File: config.mk
export PLATFORM = sky130hd
export DESIGN_NAME = memory_port_arbiter
export DESIGN_NICKNAME = d
export VERILOG_FILES = /design/src/rtl/memory_port_arbiter_pkg.sv /design/src/rtl/access_timer.sv /design/src/rtl/memory_port_arbiter.sv
export SDC_FILE = /design/constraint.sdc
export NUM_CORES = 1
export LEC_CHECK = 0
export ABC_AREA = 1
export BUFFER_PORTS_ARGS = -buffer_cell sky130_fd_sc_hd__buf_4
export CORE_UTILIZATION = 43
export CTS_CLUSTER_DIAMETER = 150
export DETAILED_ROUTE_END_ITERATION = 12
export PLACE_DENSITY = 0.8
export REMOVE_ABC_BUFFERS = 1
export SYNTH_ARGS = -nofsm -noshare
export SYNTH_HDL_FRONTEND = slang
export SYNTH_HIERARCHICAL = 1
export SYNTH_SLANG_ARGS = --single-unit
File: constraint.sdc
create_clock -name clk -period 2.2 [get_ports clk]
set_clock_uncertainty 0.15 [all_clocks]
set_input_delay 0.44 -clock clk [delete_from_list [all_inputs] [get_ports clk]]
set_output_delay 0.44 -clock clk [all_outputs]
set_load 0.03 [all_outputs]
File: src/rtl/memory_port_arbiter_pkg.sv
// rtl/memory_port_arbiter_pkg.sv - shared state encoding and helpers for the memory port arbiter
package memory_port_arbiter_pkg;

    typedef enum logic [1:0] {
        ARB_IDLE    = 2'd0,
        ARB_BUSY_DM = 2'd1,
        ARB_BUSY_IF = 2'd2
    } arb_state_t;

    localparam int ARB_ADDR_WIDTH     = 32;
    localparam int ARB_DATA_WIDTH     = 32;
    localparam int ARB_TIMEOUT_CYCLES = 16;

    // A counter needs at least one bit even for the smallest legal timeout.
    function automatic int timer_width(input int cycles);
        return (cycles <= 2) ? 1 : $clog2(cycles);
    endfunction

endpackage

File: src/rtl/access_timer.sv
// rtl/access_timer.sv - counts busy cycles and flags the last cycle before an access fault
module access_timer
    import memory_port_arbiter_pkg::*;
#(
    parameter int TIMEOUT_CYCLES = ARB_TIMEOUT_CYCLES
) (
    input  logic clk,
    input  logic reset,
    input  logic clear,
    input  logic run,
    output logic expired
);

    localparam int CW = timer_width(TIMEOUT_CYCLES);
    localparam logic [CW-1:0] LAST = CW'(TIMEOUT_CYCLES - 1);

    logic [CW-1:0] count;

    always_ff @(posedge clk) begin
        if (reset || clear) begin
            count <= '0;
        end else if (run) begin
            count <= count + CW'(1);
        end
    end

    assign expired = run && (count == LAST);

endmodule

File: src/rtl/memory_port_arbiter.sv
// rtl/memory_port_arbiter.sv - shares one variable-latency memory port between fetch and load/store
module memory_port_arbiter
    import memory_port_arbiter_pkg::*;
#(
    parameter int ADDR_WIDTH     = ARB_ADDR_WIDTH,
    parameter int DATA_WIDTH     = ARB_DATA_WIDTH,
    parameter int TIMEOUT_CYCLES = ARB_TIMEOUT_CYCLES
) (
    input  logic                    clk,
    input  logic                    reset,
    input  logic                    if_req,
    input  logic [ADDR_WIDTH-1:0]   if_addr,
    output logic [DATA_WIDTH-1:0]   if_rdata,
    output logic                    if_ready,
    input  logic                    dm_req,
    input  logic                    dm_we,
    input  logic [ADDR_WIDTH-1:0]   dm_addr,
    input  logic [DATA_WIDTH-1:0]   dm_wdata,
    input  logic [DATA_WIDTH/8-1:0] dm_wmask,
    output logic [DATA_WIDTH-1:0]   dm_rdata,
    output logic                    dm_ready,
    output logic                    write_done,
    output logic                    access_fault,
    output logic                    fault_is_data,
    output logic                    core_stall,
    output logic                    mem_req,
    output logic                    mem_we,
    output logic [ADDR_WIDTH-1:0]   mem_addr,
    output logic [DATA_WIDTH-1:0]   mem_wdata,
    output logic [DATA_WIDTH/8-1:0] mem_wmask,
    input  logic                    mem_ack,
    input  logic [DATA_WIDTH-1:0]   mem_rdata
);

    arb_state_t state_q, state_d;
    logic       grant_dm, grant_if;
    logic       done, timed_out;
    logic       busy, expired;
    logic       ready_pulse;

    assign busy        = (state_q != ARB_IDLE);
    assign ready_pulse = if_ready | dm_ready;
    assign core_stall  = (if_req & ~if_ready) | (dm_req & ~dm_ready);

    access_timer #(
        .TIMEOUT_CYCLES(TIMEOUT_CYCLES)
    ) u_timer (
        .clk     (clk),
        .reset   (reset),
        .clear   (done | timed_out | ~busy),
        .run     (busy),
        .expired (expired)
    );

    always_ff @(posedge clk) begin
        if (reset) begin
            state_q <= ARB_IDLE;
        end else begin
            state_q <= state_d;
        end
    end

    // The cycle carrying a ready pulse never grants, so each completion is
    // followed by one IDLE cycle before the next transaction starts.
    always_comb begin
        state_d   = state_q;
        grant_dm  = 1'b0;
        grant_if  = 1'b0;
        done      = 1'b0;
        timed_out = 1'b0;
        case (state_q)
            ARB_IDLE: begin
                if (!ready_pulse) begin
                    if (dm_req) begin
                        grant_dm = 1'b1;
                        state_d  = ARB_BUSY_DM;
                    end else if (if_req) begin
                        grant_if = 1'b1;
                        state_d  = ARB_BUSY_IF;
                    end
                end
            end
            ARB_BUSY_DM, ARB_BUSY_IF: begin
                if (mem_ack) begin
                    done    = 1'b1;
                    state_d = ARB_IDLE;
                end else if (expired) begin
                    timed_out = 1'b1;
                    state_d   = ARB_IDLE;
                end
            end
            default: state_d = ARB_IDLE;
        endcase
    end

    always_ff @(posedge clk) begin
        if (reset) begin
            mem_req       <= 1'b0;
            mem_we        <= 1'b0;
            mem_addr      <= '0;
            mem_wdata     <= '0;
            mem_wmask     <= '0;
            if_rdata      <= '0;
            dm_rdata      <= '0;
            if_ready      <= 1'b0;
            dm_ready      <= 1'b0;
            write_done    <= 1'b0;
            access_fault  <= 1'b0;
            fault_is_data <= 1'b0;
        end else begin
            if_ready      <= 1'b0;
            dm_ready      <= 1'b0;
            write_done    <= 1'b0;
            access_fault  <= 1'b0;
            fault_is_data <= 1'b0;

            if (grant_dm) begin
                mem_req   <= 1'b1;
                mem_we    <= dm_we;
                mem_addr  <= dm_addr;
                mem_wdata <= dm_wdata;
                mem_wmask <= dm_wmask;
            end else if (grant_if) begin
                mem_req   <= 1'b1;
                mem_we    <= 1'b0;
                mem_addr  <= if_addr;
                mem_wmask <= '0;
            end

            if (done || timed_out) begin
                mem_req       <= 1'b0;
                access_fault  <= timed_out;
                fault_is_data <= timed_out && (state_q == ARB_BUSY_DM);
                if (state_q == ARB_BUSY_DM) begin
                    dm_ready   <= 1'b1;
                    write_done <= done & mem_we;
                    // A completed store leaves the last load data in place.
                    if (timed_out) begin
                        dm_rdata <= '0;
                    end else if (!mem_we) begin
                        dm_rdata <= mem_rdata;
                    end
                end else begin
                    if_ready <= 1'b1;
                    if_rdata <= timed_out ? '0 : mem_rdata;
                end
            end
        end
    end

endmodule
Word-level counts from Yosys, hierarchy flattened
Cells that the tools add are included.

storage, ports and cells
  flip-flop bits (word level) = 145
  bits in latches = 0
  bits in writable memories = 0
  memory bits (read-only) = 0
  bits of input ports = 138
  output and inout port bits = 140
  word-level logic and storage cells = 79
  memories kept = 0

cells by class
  add/sub/neg operators = 1
  multipliers = 0
  div/mod/pow operators = 0
  $lt $le $gt $ge = 0
  equal/unequal tests = 7
  shift operators = 0
  mux-type cells = 31
  bitwise logic cells = 12
  reduce and logical (&&, ||, !) cells = 14

operators by type and width
  operator                                              count
  two-way mux 32 bit                                    5
  two-way mux 1 bit                                     18
  two-way mux 2 bit                                     5
  two-way mux 4 bit                                     2
  != test 3 bit (second input constant)                 2
  AND reduction 3 bit                                   2
  OR reduction 2 bit                                    3
  inverter 1 bit                                        5
  adder 4 x 1 -> 4 bit (second input constant)          1
  equality test 4 bit (second input constant)           1
  bitwise OR 1 bit                                      4
  case mux 2 bit (2 select lines)                       1
  nonzero test 2 bit                                    2
  AND 1 bit                                             3
  OR reduction 3 bit                                    1
  equality test 2 x 1 -> 1 bit (second input constant)  1
  equality test 2 bit (second input constant)           1
  logical AND 1 bit                                     2
  zero test 2 bit                                       1
  logical OR 1 bit                                      2
  != test 2 x 1 -> 1 bit (second input constant)        1
  != test 2 bit (second input constant)                 1
  AND reduction 2 bit                                   1

Depth between registers and ports, before layout
  word-level depth = 8
  gate-level depth with buffers = 12
  gate-level depth less buffers = 11

Cells and area by module
The synthesis kept the hierarchy.

by module, submodules not included
  module               instances  cells an instance  area each (um2)  sequential area each (um2)
  memory_port_arbiter  1          905                5954.5           2822.7
  access_timer         1          26                 180.2            80.1

Least setup slack after synthesis
OpenSTA, ideal clock, no wires.

  path kind = flip-flop to flip-flop
  start point = register state_q[0]
  end point = register dm_rdata[7]
  setup time = 0.115 ns
  arrival time = 1.832 ns
  required time = 1.935 ns
  setup slack = 0.103 ns
  cell stages (with the launch flop) = 13
  path buffers = 2
  period minus slack after synthesis = 2.097 ns
  path through = dfxtp_1 -> inv_1 -> ha_1 -> buf_2 -> inv_1 -> nand3_1 -> nor2_1 -> nand3_2 -> o21ai_4 -> buf_2 -> nand3_1 -> nand2_1 -> nor2_1

between the ends
  cells in the longest elaborated chain, start to end = 7
  elaborated cells between the ends (all ways) = 13
  classes of those cells = eq/ne: 3; mux: 5; reduce/logical: 5

RTL lines
  element                                                                      line                        RTL
  start, declared                                                              memory_port_arbiter.sv:35   arb_state_t state_q, state_d;
  start signal, assigned                                                       memory_port_arbiter.sv:59   state_q <= state_d;
  nonzero test 2 bit *                                                         memory_port_arbiter.sv:41   assign busy = (state_q != ARB_IDLE);
  via busy                                                                     memory_port_arbiter.sv:38   logic busy, expired;
  logical AND 1 bit *                                                          access_timer.sv:27          assign expired = run && (count == LAST);
  via expired                                                                  memory_port_arbiter.sv:38
  two-way mux 1 bit *                                                          memory_port_arbiter.sv:87   end else if (expired) begin
  two-way mux 1 bit *                                                          memory_port_arbiter.sv:84   if (mem_ack) begin
  two-way mux 1 bit *                                                          memory_port_arbiter.sv:71   case (state_q)
  != test 2 x 1 -> 1 bit (no line) / logical OR 1 bit (equally long branches)  n/a
  AND reduction 3 bit (no line)                                                n/a
  end signal, assigned                                                         memory_port_arbiter.sv:141  dm_rdata <= mem_rdata;
  end, declared                                                                memory_port_arbiter.sv:20   output logic [DATA_WIDTH-1:0] dm_rdata,

Mark *: on every way through the listed nets, which the timed path passes. The rest lies on a longest branch.
A chain may end at the register's enable or synchronous reset.

Final worst setup path
  start point = register state_q[0]
  end point = register if_rdata[20]

between the ends
  cells in the longest elaborated chain, start to end = 7
  elaborated cells between the ends (all ways) = 13
  classes of those cells = eq/ne: 2; mux: 5; bitwise: 1; reduce/logical: 5

RTL lines
  element                        line                        RTL
  nonzero test 2 bit *           memory_port_arbiter.sv:41
  via busy                       memory_port_arbiter.sv:38
  logical AND 1 bit *            access_timer.sv:27
  via expired                    memory_port_arbiter.sv:38
  two-way mux 1 bit *            memory_port_arbiter.sv:87
  two-way mux 1 bit *            memory_port_arbiter.sv:84
  two-way mux 1 bit *            memory_port_arbiter.sv:71
  logical OR 1 bit               memory_port_arbiter.sv:130  if (done || timed_out) begin
  AND reduction 2 bit (no line)  n/a
  end signal, assigned           memory_port_arbiter.sv:145  if_rdata <= timed_out ? '0 : mem_rdata;
  end, declared                  memory_port_arbiter.sv:13   output logic [DATA_WIDTH-1:0] if_rdata,

Marked as above.

==> results summary <==
The run finished with clean final reports. The number of vias per cell is 4.71. The number of cell rows came out at 43. STA classifies the critical path endpoint as a register. TritonCTS built the clock tree.

Setup repair after global routing left no endpoint under its margin. The detailed-route wire length per cell came out at 12.5 um. sky130_fd_sc_hd__dfxtp_1 takes more of the synthesized area than any other cell. The initial core utilization came out at 0.442. The class of the tightest hold or removal check is input port to register.

Sorting the synthesized cells by area gives the leading types as sky130_fd_sc_hd__dfxtp_1, sky130_fd_sc_hd__nand2_1, sky130_fd_sc_hd__nor2_1. Measured in cells, the most critical reg-to-reg path has a length of 12. The placed standard-cell area came out at 0.00840 mm2. The CTS clock-pin slew for the worst setup and hold paths is 0.06 ns.

The delay contributed by the slowest stage of the critical path came out at 0.33 ns. The pin count of the biggest net entering global routing came out at 71. The final count of pins violating max slew was 0. The total via count after detailed routing came out at 6497. Setup violations remaining at the end of the flow were counted as 0. The global-route usage over all layers came out at 0.232. Input and output buffers added on the ports amount to 277. The number of hold buffers added after CTS was 0. The relative slew slack is 0.678.

The critical path runs through a total of 12 cells. The sort of element at the start of the critical path is a register. Once layout is complete, the utilization of the core stands at 0.646.

The data arrival time of the worst path is 2.16 ns. Counting flops and latches in the post-synthesis netlist gives 145. Of the synthesized area, sequential elements account for 0.473. In this run the critical register-to-register path is launched from state_q[0]. The total DRC errors in the routed layout came out at 0. The gate count of the mapped netlist came out at 931. The leading cell type in the layout, fill and taps excluded is sky130_fd_sc_hd__nand2_1. The detailed router finished its first iteration with 365 violations. Routability-driven placement finished with a final weighted congestion of 0.810.

The die outline area is 0.0147 mm2. The number of library cell types mapped by synthesis came out at 22. The core outline area is 0.0139 mm2. The fraction of layout cells with a size suffix above 1 came out at 0.283. In this design, the largest share of critical-path delay is due to simple AND/OR/NAND/NOR gates.

TritonCTS created 17 clock buffers. Including well taps, the total number of placed cells is 1348. The slack of the worst reg-to-reg path came out at 0.19 ns. Among all stages on the critical path, the largest delay is contributed by sky130_fd_sc_hd__dfxtp_1. The final net count is 1328.

The vertical die dimension came out at 121 um. The wire length of the first global-routing pass came out at 27.0 mm. The number of global-route vias before repair was 5689. The final cell area excluding filler cells came out at 0.00897 mm2. The kind of critical path is register to register. The tool flagged a number of max-cap violations equal to 0. The total number of clock tree sinks came out at 145. The library cells used most frequently in the layout, excluding fill and tap cells, are sky130_fd_sc_hd__nand2_1, sky130_fd_sc_hd__buf_4, sky130_fd_sc_hd__nor2_1. The first TritonRoute pass finished after 4 iterations. The growth of design area from synthesis to finish came out at 46.2%. The root buffer selected by CTS is sky130_fd_sc_hd__clkbuf_16. The count of warnings emitted by yosys came out at 6. Together, buffers and inverters on the worst path number 4. The endpoint identified for the worst register-to-register timing path is if_rdata[20].

The final antenna diode count is 0. Summing all multi-input logic gate instances after layout gives 0.00279 mm2. The setup slack of the critical path after layout is 0.190 ns. The maximum buffer depth of the clock tree came out at 2. The initial antenna violation count came to 0. In this run the static leakage power is 4.63 nW. The hold violation total from the final report came out at 0. The slew at the pin closest to its max-slew limit is 0.482 ns. The number of top-level design ports came out at 278.

The layout filler cell count came out at 1275. OpenSTA, run right after detailed placement, puts the worst setup slack at 0.185 ns. After global routing the overflow that remains totals 0. The last element of the critical path is if_rdata[20]. The share of synthesized area in the top cell type comes to 0.473. Tracing the worst setup path back leads to its startpoint at state_q[0].

The area of all sequential standard cells is 0.00290 mm2. The final instance count without filler cells came out at 1380. The minimum clock period after layout came out at 2.01 ns. The detailed placement HPWL is 12.2 mm. STA puts the critical path data required time at 2.35 ns. The combined area of all synthesized cells came out at 0.00613 mm2. The number of buffers inserted to repair setup after CTS came out at 0. Along the worst path, the maximum fanout reaches 59. The detail route stage leaves a number of antenna-violating nets equal to 0.

Power spread over the standard cell area amounts to 1410 mW/mm2. The number of H-tree levels is 4. The final routed wirelength across all metal layers is 17.2 mm.

The clock latency of the later-clocked register in the worst-skew pair is 0.41 ns. Of the available clock period, the critical path in the final layout requires 0.914. The maximum clock rate came out at 498 MHz. Measured along the x axis, the die boundary spans 121 um.

After synthesis, the mean cell area works out to 6.59 um2. The post-CTS resize count came out at 0. Traced cell by cell, the critical path runs through inv_1, ha_1, inv_1, nand3_1, nor2_1, buf_4, o21ai_2, nor2_4, buf_12, nand2_1, nand2_1, nor2_1. Across the VDD grid, the largest voltage drop is 0.729 mV.
==> stage by stage <==
stage	setup TNS (ns)	total power [mW]	hold slack, ns
4_1_cts	0	12.7	0.0819
3_5_place_dp	0	9.91	0.298
2_1_floorplan	-61.55	7.61	0.319
5_1_grt	0	13.5	0.0843
3_3_place_gp	0	9.81	0.290
6_report	0	12.6	0.0940
==> cell families after synthesis <==
logic type / share of synthesized area
compound gates: 0.0638
fa+ha+maj: 0.00612
buf+inv: 0.0742
flops: 0.473
simple gates: 0.383
==> metal layers <==
layer | share of wire | vias to the layer above | global-route usage
met1 | 0.42 | 2868 | 0.288
met5 | 0 | - | 0
met2 | 0.48 | 257 | 0.380
met3 | 0.092 | 18 | 0.0733
li1 | - | 3354 | -
met4 | 0.012 | 0 | 0.0687
==> tightest hold or removal path, delay by kind of cell <==
family,cells,cell delay [ns]
buf+inv,1,0.07
simple gates,2,0.11
==> flip-flops by register name (all words and copies together), names as in the netlist, 2 cells and up <==
signal         flops
dm_rdata          32
if_rdata          32
mem_addr          32
mem_wdata         32
mem_wmask          4
state_q            2
u_timer/count      4
==> worst min path at each step <==
| stage | start | to | slack (ns) | depth (start not counted) |
|---|---|---|---|---|
| CTS | dm_wdata[26] | mem_wdata[26] | 0.08 | 3 |
| detailed placement | mem_req | mem_req | 0.30 | 2 |
| floorplan | u_timer/count[1] | u_timer/count[1] | 0.32 | 2 |
| global placement | mem_req | mem_req | 0.29 | 2 |
| global route | dm_wdata[9] | mem_wdata[9] | 0.08 | 3 |
| finish | dm_wdata[13] | mem_wdata[13] | 0.09 | 3 |
==> cell usage after synthesis (all sizes together) <==
| master | instances |
|---|---|
| buf | 43 |
| nor3 | 3 |
| nand3 | 38 |
| o22ai | 1 |
| clkbuf | 15 |
| a21oi | 39 |
| nand2 | 319 |
| ha | 3 |
| nor2 | 241 |
| inv | 48 |
| o21ai | 35 |
| dfxtp | 145 |
| nand3b | 1 |
==> where the power goes <==
part | switching [mW] | internal [mW]
Clock | 1.11 | 1.66
Sequential | 0.412 | 3.41
Combinational | 3.88 | 2.14
Total | 5.41 | 7.21
==> area by class of cell <==
cell class / instances / area share
well taps: 180 / 0.0251
inverters: 48 / 0.0202
repair buffers: 295 / 0.257
flip-flops and latches: 145 / 0.324
multi-input cells: 680 / 0.311
clock buffers: 17 / 0.0474
clock inverters: 15 / 0.0162
No activity file was read; power rests on OpenSTA's default activity.
